==> src/rtl/mat_mul_pkg.sv <==
// Shared types and constants for the mat_mul matrix-vector engine.
package mat_mul_pkg;
   typedef enum logic [1:0] {IDLE, COMPUTE, SEND} state_t;

   localparam int ACC_WIDTH = 2*32 + 10;

   localparam logic SEL_WEIGHT = 1'b0;
   localparam logic SEL_INPUT  = 1'b1;

   // Array index width, never below one bit so single-entry memories stay legal.
   function automatic int idx_w(input int n);
      return (n <= 1) ? 1 : $clog2(n);
   endfunction
endpackage

==> src/rtl/mat_mul_if.sv <==
// AXI4-Stream load (s00) and result (m00) channels of mat_mul.
interface mat_mul_if #(parameter int DATA_WIDTH = 32);
   logic [DATA_WIDTH-1:0]   s00_axis_tdata;
   logic                    s00_axis_tvalid;
   logic                    s00_axis_tlast;
   logic                    s00_axis_tready;
   logic [DATA_WIDTH-1:0]   m00_axis_tdata;
   logic                    m00_axis_tvalid;
   logic [DATA_WIDTH/8-1:0] m00_axis_tstrb;
   logic                    m00_axis_tlast;
   logic                    m00_axis_tready;

   modport slave (
      input  s00_axis_tdata, s00_axis_tvalid, s00_axis_tlast, m00_axis_tready,
      output s00_axis_tready, m00_axis_tdata, m00_axis_tvalid, m00_axis_tstrb, m00_axis_tlast
   );
   modport master (
      output s00_axis_tdata, s00_axis_tvalid, s00_axis_tlast, m00_axis_tready,
      input  s00_axis_tready, m00_axis_tdata, m00_axis_tvalid, m00_axis_tstrb, m00_axis_tlast
   );
endinterface

==> src/rtl/mat_mul_mac.sv <==
// Signed multiply-accumulate with clear, plus the fixed-point shift/truncate stage.
module mac_unit
   import mat_mul_pkg::*;
#(
   parameter int DATA_WIDTH = 32,
   parameter int ACC_W      = ACC_WIDTH,
   parameter int FRAC       = 12
) (
   input  logic                         clk,
   input  logic                         rst_n,
   input  logic                         en,
   input  logic                         clr,
   input  logic signed [DATA_WIDTH-1:0] a,
   input  logic signed [DATA_WIDTH-1:0] b,
   output logic signed [DATA_WIDTH-1:0] result
);
   logic signed [2*DATA_WIDTH-1:0] prod;
   logic signed [ACC_W-1:0]        acc;
   logic signed [ACC_W-1:0]        shifted;

   assign prod = a * b;

   always_ff @(posedge clk or negedge rst_n) begin
      if (!rst_n)   acc <= '0;
      else if (clr) acc <= '0;
      else if (en)  acc <= acc + ACC_W'(prod);
   end

   // Arithmetic shift floors toward -inf; upper bits simply wrap away.
   assign shifted = acc >>> FRAC;
   assign result  = shifted[DATA_WIDTH-1:0];
endmodule

==> src/rtl/mat_mul.sv <==
// Streaming matrix-vector multiply: load weights/input over s00, start, stream results on m00.
module mat_mul
   import mat_mul_pkg::*;
#(
   parameter int INPUT_SIZE         = 10,
   parameter int RESULT_SIZE        = 1,
   parameter int WEIGHT_SIZE        = INPUT_SIZE*RESULT_SIZE,
   parameter int INPUT_ADDR_SIZE    = 10,
   parameter int RESULT_ADDR_SIZE   = 2,
   parameter int WEIGHT_ADDR_SIZE   = 10,
   parameter int FIXED_POINT_AMOUNT = 12,
   parameter int DATA_WIDTH         = 32
) (
   input  logic                  s00_axi_aclk,
   input  logic                  s00_axi_aresetn,
   mat_mul_if.slave              axis,
   input  logic                  sel,
   input  logic                  start,
   output logic [DATA_WIDTH-1:0] MAC_result,
   output logic                  valid_MAC_result
);
   localparam int WI = idx_w(WEIGHT_SIZE);
   localparam int II = idx_w(INPUT_SIZE);
   localparam int RI = idx_w(RESULT_SIZE);
   localparam logic [WEIGHT_ADDR_SIZE-1:0] WP_W_SZ = WEIGHT_ADDR_SIZE'(WEIGHT_SIZE);
   localparam logic [WEIGHT_ADDR_SIZE-1:0] WP_I_SZ = WEIGHT_ADDR_SIZE'(INPUT_SIZE);
   localparam logic [INPUT_ADDR_SIZE-1:0]  COL_END = INPUT_ADDR_SIZE'(INPUT_SIZE);
   localparam logic [RESULT_ADDR_SIZE-1:0] ROW_END = RESULT_ADDR_SIZE'(RESULT_SIZE-1);

   logic signed [DATA_WIDTH-1:0] weight_mem [WEIGHT_SIZE];
   logic signed [DATA_WIDTH-1:0] input_mem  [INPUT_SIZE];
   logic signed [DATA_WIDTH-1:0] result_mem [RESULT_SIZE];

   state_t                      state, state_n;
   logic [WEIGHT_ADDR_SIZE-1:0] wptr, waddr;
   logic [INPUT_ADDR_SIZE-1:0]  col;
   logic [RESULT_ADDR_SIZE-1:0] row, oidx;
   logic                        tready_q, accept, wr_ok, mac_en, row_done, send_hs, last_out;
   logic signed [DATA_WIDTH-1:0] mac_res;

   assign accept   = (state == IDLE) && tready_q && axis.s00_axis_tvalid;
   assign wr_ok    = (sel == SEL_WEIGHT) ? (wptr < WP_W_SZ) : (wptr < WP_I_SZ);
   assign last_out = (state == SEND) && (oidx == ROW_END);
   assign send_hs  = (state == SEND) && axis.m00_axis_tready;

   assign axis.s00_axis_tready = tready_q;
   assign axis.m00_axis_tvalid = (state == SEND);
   assign axis.m00_axis_tlast  = last_out;
   assign axis.m00_axis_tstrb  = '1;
   assign axis.m00_axis_tdata  = (state == SEND) ? result_mem[oidx[RI-1:0]] : '0;

   always_comb begin
      state_n  = state;
      mac_en   = 1'b0;
      row_done = 1'b0;
      case (state)
         IDLE:    if (start) state_n = COMPUTE;
         COMPUTE: begin
            // Columns 0..N-1 accumulate; the extra cycle at col==N retires the row.
            if (col == COL_END) begin
               row_done = 1'b1;
               if (row == ROW_END) state_n = SEND;
            end else begin
               mac_en = 1'b1;
            end
         end
         SEND:    if (send_hs && last_out) state_n = IDLE;
         default: state_n = IDLE;
      endcase
   end

   always_ff @(posedge s00_axi_aclk or negedge s00_axi_aresetn) begin
      if (!s00_axi_aresetn) begin
         state            <= IDLE;
         tready_q         <= 1'b0;
         wptr             <= '0;
         waddr            <= '0;
         col              <= '0;
         row              <= '0;
         oidx             <= '0;
         MAC_result       <= '0;
         valid_MAC_result <= 1'b0;
      end else begin
         state            <= state_n;
         tready_q         <= (state_n == IDLE);
         valid_MAC_result <= 1'b0;
         if (accept) begin
            if (axis.s00_axis_tlast) wptr <= '0;
            else if (wr_ok)          wptr <= wptr + 1'b1;
         end
         if (state == IDLE) begin
            col   <= '0;
            row   <= '0;
            waddr <= '0;
            oidx  <= '0;
         end
         if (mac_en) begin
            col   <= col + 1'b1;
            waddr <= waddr + 1'b1;
         end
         if (row_done) begin
            col              <= '0;
            row              <= row + 1'b1;
            MAC_result       <= mac_res;
            valid_MAC_result <= 1'b1;
         end
         if (send_hs && !last_out) oidx <= oidx + 1'b1;
      end
   end

   // Memories are deliberately outside the reset domain so contents survive reset.
   always_ff @(posedge s00_axi_aclk) begin
      if (accept && wr_ok) begin
         if (sel == SEL_INPUT) input_mem[wptr[II-1:0]]  <= axis.s00_axis_tdata;
         else                  weight_mem[wptr[WI-1:0]] <= axis.s00_axis_tdata;
      end
      if (row_done) result_mem[row[RI-1:0]] <= mac_res;
   end

   mac_unit #(
      .DATA_WIDTH (DATA_WIDTH),
      .ACC_W      (2*DATA_WIDTH + INPUT_ADDR_SIZE),
      .FRAC       (FIXED_POINT_AMOUNT)
   ) u_mac (
      .clk    (s00_axi_aclk),
      .rst_n  (s00_axi_aresetn),
      .en     (mac_en),
      .clr    (row_done || (state == IDLE)),
      .a      (weight_mem[waddr[WI-1:0]]),
      .b      (input_mem[col[II-1:0]]),
      .result (mac_res)
   );
endmodule

==> src/flat_wrapper.sv <==
// flat-port wrapper written by rule: the top's interface ports become plain ports
module mat_mul_flat import mat_mul_pkg::*;
#(
   parameter int INPUT_SIZE         = 10,
   parameter int RESULT_SIZE        = 1,
   parameter int WEIGHT_SIZE        = INPUT_SIZE*RESULT_SIZE,
   parameter int INPUT_ADDR_SIZE    = 10,
   parameter int RESULT_ADDR_SIZE   = 2,
   parameter int WEIGHT_ADDR_SIZE   = 10,
   parameter int FIXED_POINT_AMOUNT = 12,
   parameter int DATA_WIDTH         = 32
)
  (s00_axi_aclk, s00_axi_aresetn, sel, start, MAC_result, valid_MAC_result, axis_s00_axis_tdata, axis_s00_axis_tvalid, axis_s00_axis_tlast, axis_m00_axis_tready, axis_s00_axis_tready, axis_m00_axis_tdata, axis_m00_axis_tvalid, axis_m00_axis_tstrb, axis_m00_axis_tlast);
  mat_mul_if #(.DATA_WIDTH(DATA_WIDTH)) axis_i ();
  input  logic s00_axi_aclk;
  input  logic s00_axi_aresetn;
  input  logic sel;
  input  logic start;
  output logic [DATA_WIDTH-1:0] MAC_result;
  output logic valid_MAC_result;
  input wire logic [$bits(axis_i.s00_axis_tdata)-1:0] axis_s00_axis_tdata;
  input wire logic [$bits(axis_i.s00_axis_tvalid)-1:0] axis_s00_axis_tvalid;
  input wire logic [$bits(axis_i.s00_axis_tlast)-1:0] axis_s00_axis_tlast;
  input wire logic [$bits(axis_i.m00_axis_tready)-1:0] axis_m00_axis_tready;
  output wire logic [$bits(axis_i.s00_axis_tready)-1:0] axis_s00_axis_tready;
  output wire logic [$bits(axis_i.m00_axis_tdata)-1:0] axis_m00_axis_tdata;
  output wire logic [$bits(axis_i.m00_axis_tvalid)-1:0] axis_m00_axis_tvalid;
  output wire logic [$bits(axis_i.m00_axis_tstrb)-1:0] axis_m00_axis_tstrb;
  output wire logic [$bits(axis_i.m00_axis_tlast)-1:0] axis_m00_axis_tlast;
  assign axis_i.s00_axis_tdata = axis_s00_axis_tdata;
  assign axis_i.s00_axis_tvalid = axis_s00_axis_tvalid;
  assign axis_i.s00_axis_tlast = axis_s00_axis_tlast;
  assign axis_i.m00_axis_tready = axis_m00_axis_tready;
  assign axis_s00_axis_tready = axis_i.s00_axis_tready;
  assign axis_m00_axis_tdata = axis_i.m00_axis_tdata;
  assign axis_m00_axis_tvalid = axis_i.m00_axis_tvalid;
  assign axis_m00_axis_tstrb = axis_i.m00_axis_tstrb;
  assign axis_m00_axis_tlast = axis_i.m00_axis_tlast;
  mat_mul #(.INPUT_SIZE(INPUT_SIZE), .RESULT_SIZE(RESULT_SIZE), .WEIGHT_SIZE(WEIGHT_SIZE), .INPUT_ADDR_SIZE(INPUT_ADDR_SIZE), .RESULT_ADDR_SIZE(RESULT_ADDR_SIZE), .WEIGHT_ADDR_SIZE(WEIGHT_ADDR_SIZE), .FIXED_POINT_AMOUNT(FIXED_POINT_AMOUNT), .DATA_WIDTH(DATA_WIDTH)) u_core (.s00_axi_aclk(s00_axi_aclk), .s00_axi_aresetn(s00_axi_aresetn), .axis(axis_i), .sel(sel), .start(start), .MAC_result(MAC_result), .valid_MAC_result(valid_MAC_result));
endmodule
==> config.mk <==
export PLATFORM = sky130hd
export DESIGN_NAME = mat_mul_flat
export DESIGN_NICKNAME = d
export VERILOG_FILES = /design/src/rtl/mat_mul_pkg.sv /design/src/rtl/mat_mul_if.sv /design/src/rtl/mat_mul_mac.sv /design/src/rtl/mat_mul.sv /design/src/flat_wrapper.sv
export SDC_FILE = /design/constraint.sdc
export NUM_CORES = 2
export LEC_CHECK = 0
export ABC_AREA = 1
export BUFFER_PORTS_ARGS = -buffer_cell sky130_fd_sc_hd__buf_2
export CELL_PAD_IN_SITES_DETAIL_PLACEMENT = 1
export CELL_PAD_IN_SITES_GLOBAL_PLACEMENT = 1
export CORE_MARGIN = 3
export CORE_UTILIZATION = 51
export CTS_BUF_LIST = sky130_fd_sc_hd__clkbuf_16
export CTS_CLUSTER_DIAMETER = 150
export DETAILED_ROUTE_END_ITERATION = 7
export PLACE_DENSITY_LB_ADDON = 0.1
export SETUP_SLACK_MARGIN = 0.05
export SLEW_MARGIN = 10
export SYNTH_ARGS = -nofsm -noshare
export SYNTH_HDL_FRONTEND = slang
export SYNTH_SLANG_ARGS = --single-unit
==> constraint.sdc <==
create_clock -name s00_axi_aclk -period 11.4 [get_ports s00_axi_aclk]
set_input_delay 1.14 -clock s00_axi_aclk [delete_from_list [all_inputs] [get_ports s00_axi_aclk]]
set_output_delay 1.14 -clock s00_axi_aclk [all_outputs]
set_load 0.03 [all_outputs]
==> flow_summary_export.csv <==
group,metric,value,unit
outcome,outcome,"completed",
timing,rsz0062_at_grt,"false",
placement,dp_slack,1.544,ns
grt,grt_usage,30.67,%
hold_path,worstHoldStart,"u_core.u_mac.acc[36]",
hold_path,min_path_cells,0,
timing,worst_pin_slew,1.260,ns
route,wire_per_inst,23.07,µm
yosys,async_reset_ff_share,13.85,%
route,vias,43010,
finish,layout_commonest_cell,"inv_1",
timing,finalCriticalPeriod,10.04,ns
setup_path,worstPathMaxFanout,94,
setup_path,end_kind,"register",
finish,mostFrequentLayoutCells,"1,584 x inv_1, 1,371 x nand2_1, 799 x fa_1, 672 x edfxtp_1, 385 x nor2_1",
hold_path,hold_class,"reg2reg",
clock_network,clockRootBuffer,"clkbuf_16",
timing,relSlewSlack,15.99,%
route,drt_iter0_markers,2789,
setup_path,regToRegStartpoint,"u_core.col[0]",
yosys,ys.flop_type,"edfxtp_1",
yosys,yosysWarnings,0,
floorplan,dieArea,122200,µm²
setup_path,rr_worst_depth,38,
setup_path,cp_data_required_time,11.97,ns
grt,grt_pass1_wl,282.0,mm
placement,place_hpwl,133.9,mm
timing,fin_skew,0.04412,ns
route,antenna_left,0,
job,maxCapViolations,0,
clock_network,postCtsSetupRepairBufs,0,
yosys,synth_cell_types,52,
yosys,ys_seq_area_share,37.99,%
yosys,syn-instance-count,6286,
clock_network,clk_latency,0.68,ns
setup_path,timing.rr.end,"u_core.u_mac.acc[40]",
setup_path,arrival,10.61,ns
clock_network,cts_buffer_depth,3,
yosys,netlist_area,60220,µm²
setup_path,crit_path_frequent_cell,"fa_1",
grt,overflow,0,
setup_path,cp-start-kind,"register",
yosys,avgSynthCellArea,9.581,µm²
clock_network,cts_buffers,84,
clock_network,clock_sinks,780,
timing,fin_crit_sh,88.09,%
grt,antenna_found_initial,4,
floorplan,ios,111,
grt,grt_max_degree,123,
clock_network,cts_resized,0,
route,drc_errors,0,
clock_network,cts_tree,"done",
setup_path,ff2ff_setup_slack,1.36,ns
finish,syn_to_final_growth,8.265,%
floorplan,core_area,116700,µm²
timing,max_freq,99.58,MHz
finish,layout-drive-gt1-share,6.931,%
clock_network,postCtsHoldBufs,0,
setup_path,slowest_stage,"nand2_1",
timing,setup-tns-final,0,ns
timing,hold_viol,0,
floorplan,start_util,51.62,%
setup_path,crit_type,"reg2reg",
finish,final_core_util,55.88,%
floorplan,num_rows,125,
hold_path,hold_path_end,"u_core.result_mem[0][24]",
finish,fill_cells,13140,
floorplan,die_y,349.6,µm
yosys,synth_seq_cells,780,
clock_network,clk_pin_slew,0.06,ns
placement,gp_congestion,0.8889,
route,drt_first_pass_iters,7,
yosys,synth_enable_flop_cells,672,
timing,maxSlewViolCount,0,
timing,setup_violations,0,
route,drt_wl_total,182.3,mm
timing,finalWorstSetupSlack,1.358,ns
grt,grt_pass1_vias,48170,
finish,nets,7331,
clock_network,h-tree-depth,3,
route,vias_per_cell,5.442,
placement,port_buffers,106,
setup_path,cpPeakStageDelay,0.92,ns
floorplan,die_x,349.6,µm
## area by class of cell
cell class              instances  area (µm²)  area share, %
multi-input cells            3630       30200          46.31
clock inverters                70       584.3         0.8962
inverters                    1578        5931          9.096
repair buffers                234        1556          2.387
clock buffers                  85        2127          3.262
flip-flops and latches        780       22890          35.11
well taps                    1524        1907          2.925
diodes                          2       5.005       0.007676
## registers in the layout, indices dropped and copies added (netlist names), 2 cells and up
name / cells
u_core.input_mem: 320
u_core.weight_mem: 320
u_core.u_mac.acc: 44
u_core.MAC_result: 32
u_core.result_mem: 32
u_core.col: 10
u_core.wptr: 10
u_core.waddr: 4
u_core.oidx: 2
u_core.row: 2
u_core.state: 2
## synthesized netlist by cell type, drive strengths merged (2+ instances only)
cell type / n / area [µm²]
a211oi: 3 / 22.52
a21boi: 4 / 30.03
a21o: 4 / 30.03
a21oi: 89 / 445.4
a22o: 3 / 26.28
a31oi: 7 / 43.79
a32oi: 12 / 105.1
and3: 2 / 12.51
buf: 183 / 1071
clkbuf: 118 / 442.9
clkinv: 3 / 11.26
dfrtp: 108 / 2703
edfxtp: 672 / 20180
fa: 799 / 16000
ha: 185 / 2315
inv: 1575 / 5919
nand2: 1390 / 5265
nand3: 199 / 1006
nand3b: 2 / 15.01
nand4: 6 / 37.54
nor2: 402 / 1509
nor3: 11 / 55.05
nor4: 3 / 18.77
o2111ai: 2 / 17.52
o211ai: 37 / 292.8
o21a: 3 / 22.52
o21ai: 331 / 1657
o221ai: 20 / 175.2
o22ai: 61 / 381.6
o31ai: 2 / 15.01
o32ai: 5 / 43.79
or2: 14 / 87.58
xnor2: 14 / 130.1
xor2: 12 / 105.1
## per-layer routing
metal / wire length, µm / global-route usage (%) / part of all wire [%]
met1: 69330 / 36.63 / 38
met3: 7617 / 3.214 / 4.2
met2: 95940 / 55.54 / 53
met5: 0 / 0 / 0
met4: 9437 / 14.60 / 5.2
## cells by family after synthesis
family	Yosys count	synth area share [%]
DFF	780	37.99
xor gates and xnor gates	26	0.3906
adders and majority gates	984	30.40
AOI/OAI and AO/OA	586	5.539
and+or+nand+nor	2030	13.30
other	1	0.006227
buffers and inverters	1879	12.36
## stage by stage
step | hold slack [ns] | instance area [µm²] | std cells
after floorplan | 0.4249 | 60240 | 6289
after global placement | 0.4301 | 62480 | 7746
after detailed placement | 0.4321 | 62480 | 7746
after CTS | 0.4074 | 65200 | 7901
after global routing | 0.4419 | 65200 | 7901
final | 0.4150 | 65200 | 7903
## worst max-delay path: cells and delay by family, from the launching register on
family	cells	cell delay [ns]
adder cells (fa/ha/maj)	9	4.29
AND/OR/NAND/NOR	10	1.72
AO/OA/AOI/OAI	11	1.71
buffers and inverters	8	1.45
flip-flops	1	0.71
## worst max-delay path by stage
stage / slack [ns] / cells past startpoint / to / start
after floorplan: 3.30 / 36 / u_core.u_mac.acc[43] / u_core.col[0]
after global placement: 1.63 / 38 / u_core.u_mac.acc[40] / u_core.col[0]
after detailed placement: 1.54 / 38 / u_core.u_mac.acc[40] / u_core.col[0]
after CTS: 1.42 / 38 / u_core.u_mac.acc[40] / u_core.col[0]
after global routing: 0.75 / 38 / u_core.u_mac.acc[40] / u_core.col[0]
final: 1.36 / 38 / u_core.u_mac.acc[40] / u_core.col[0]
Power is left out: the tool's default activity adds up to more than one toggle a clock period on the data nets, which glitch-free logic cannot reach.
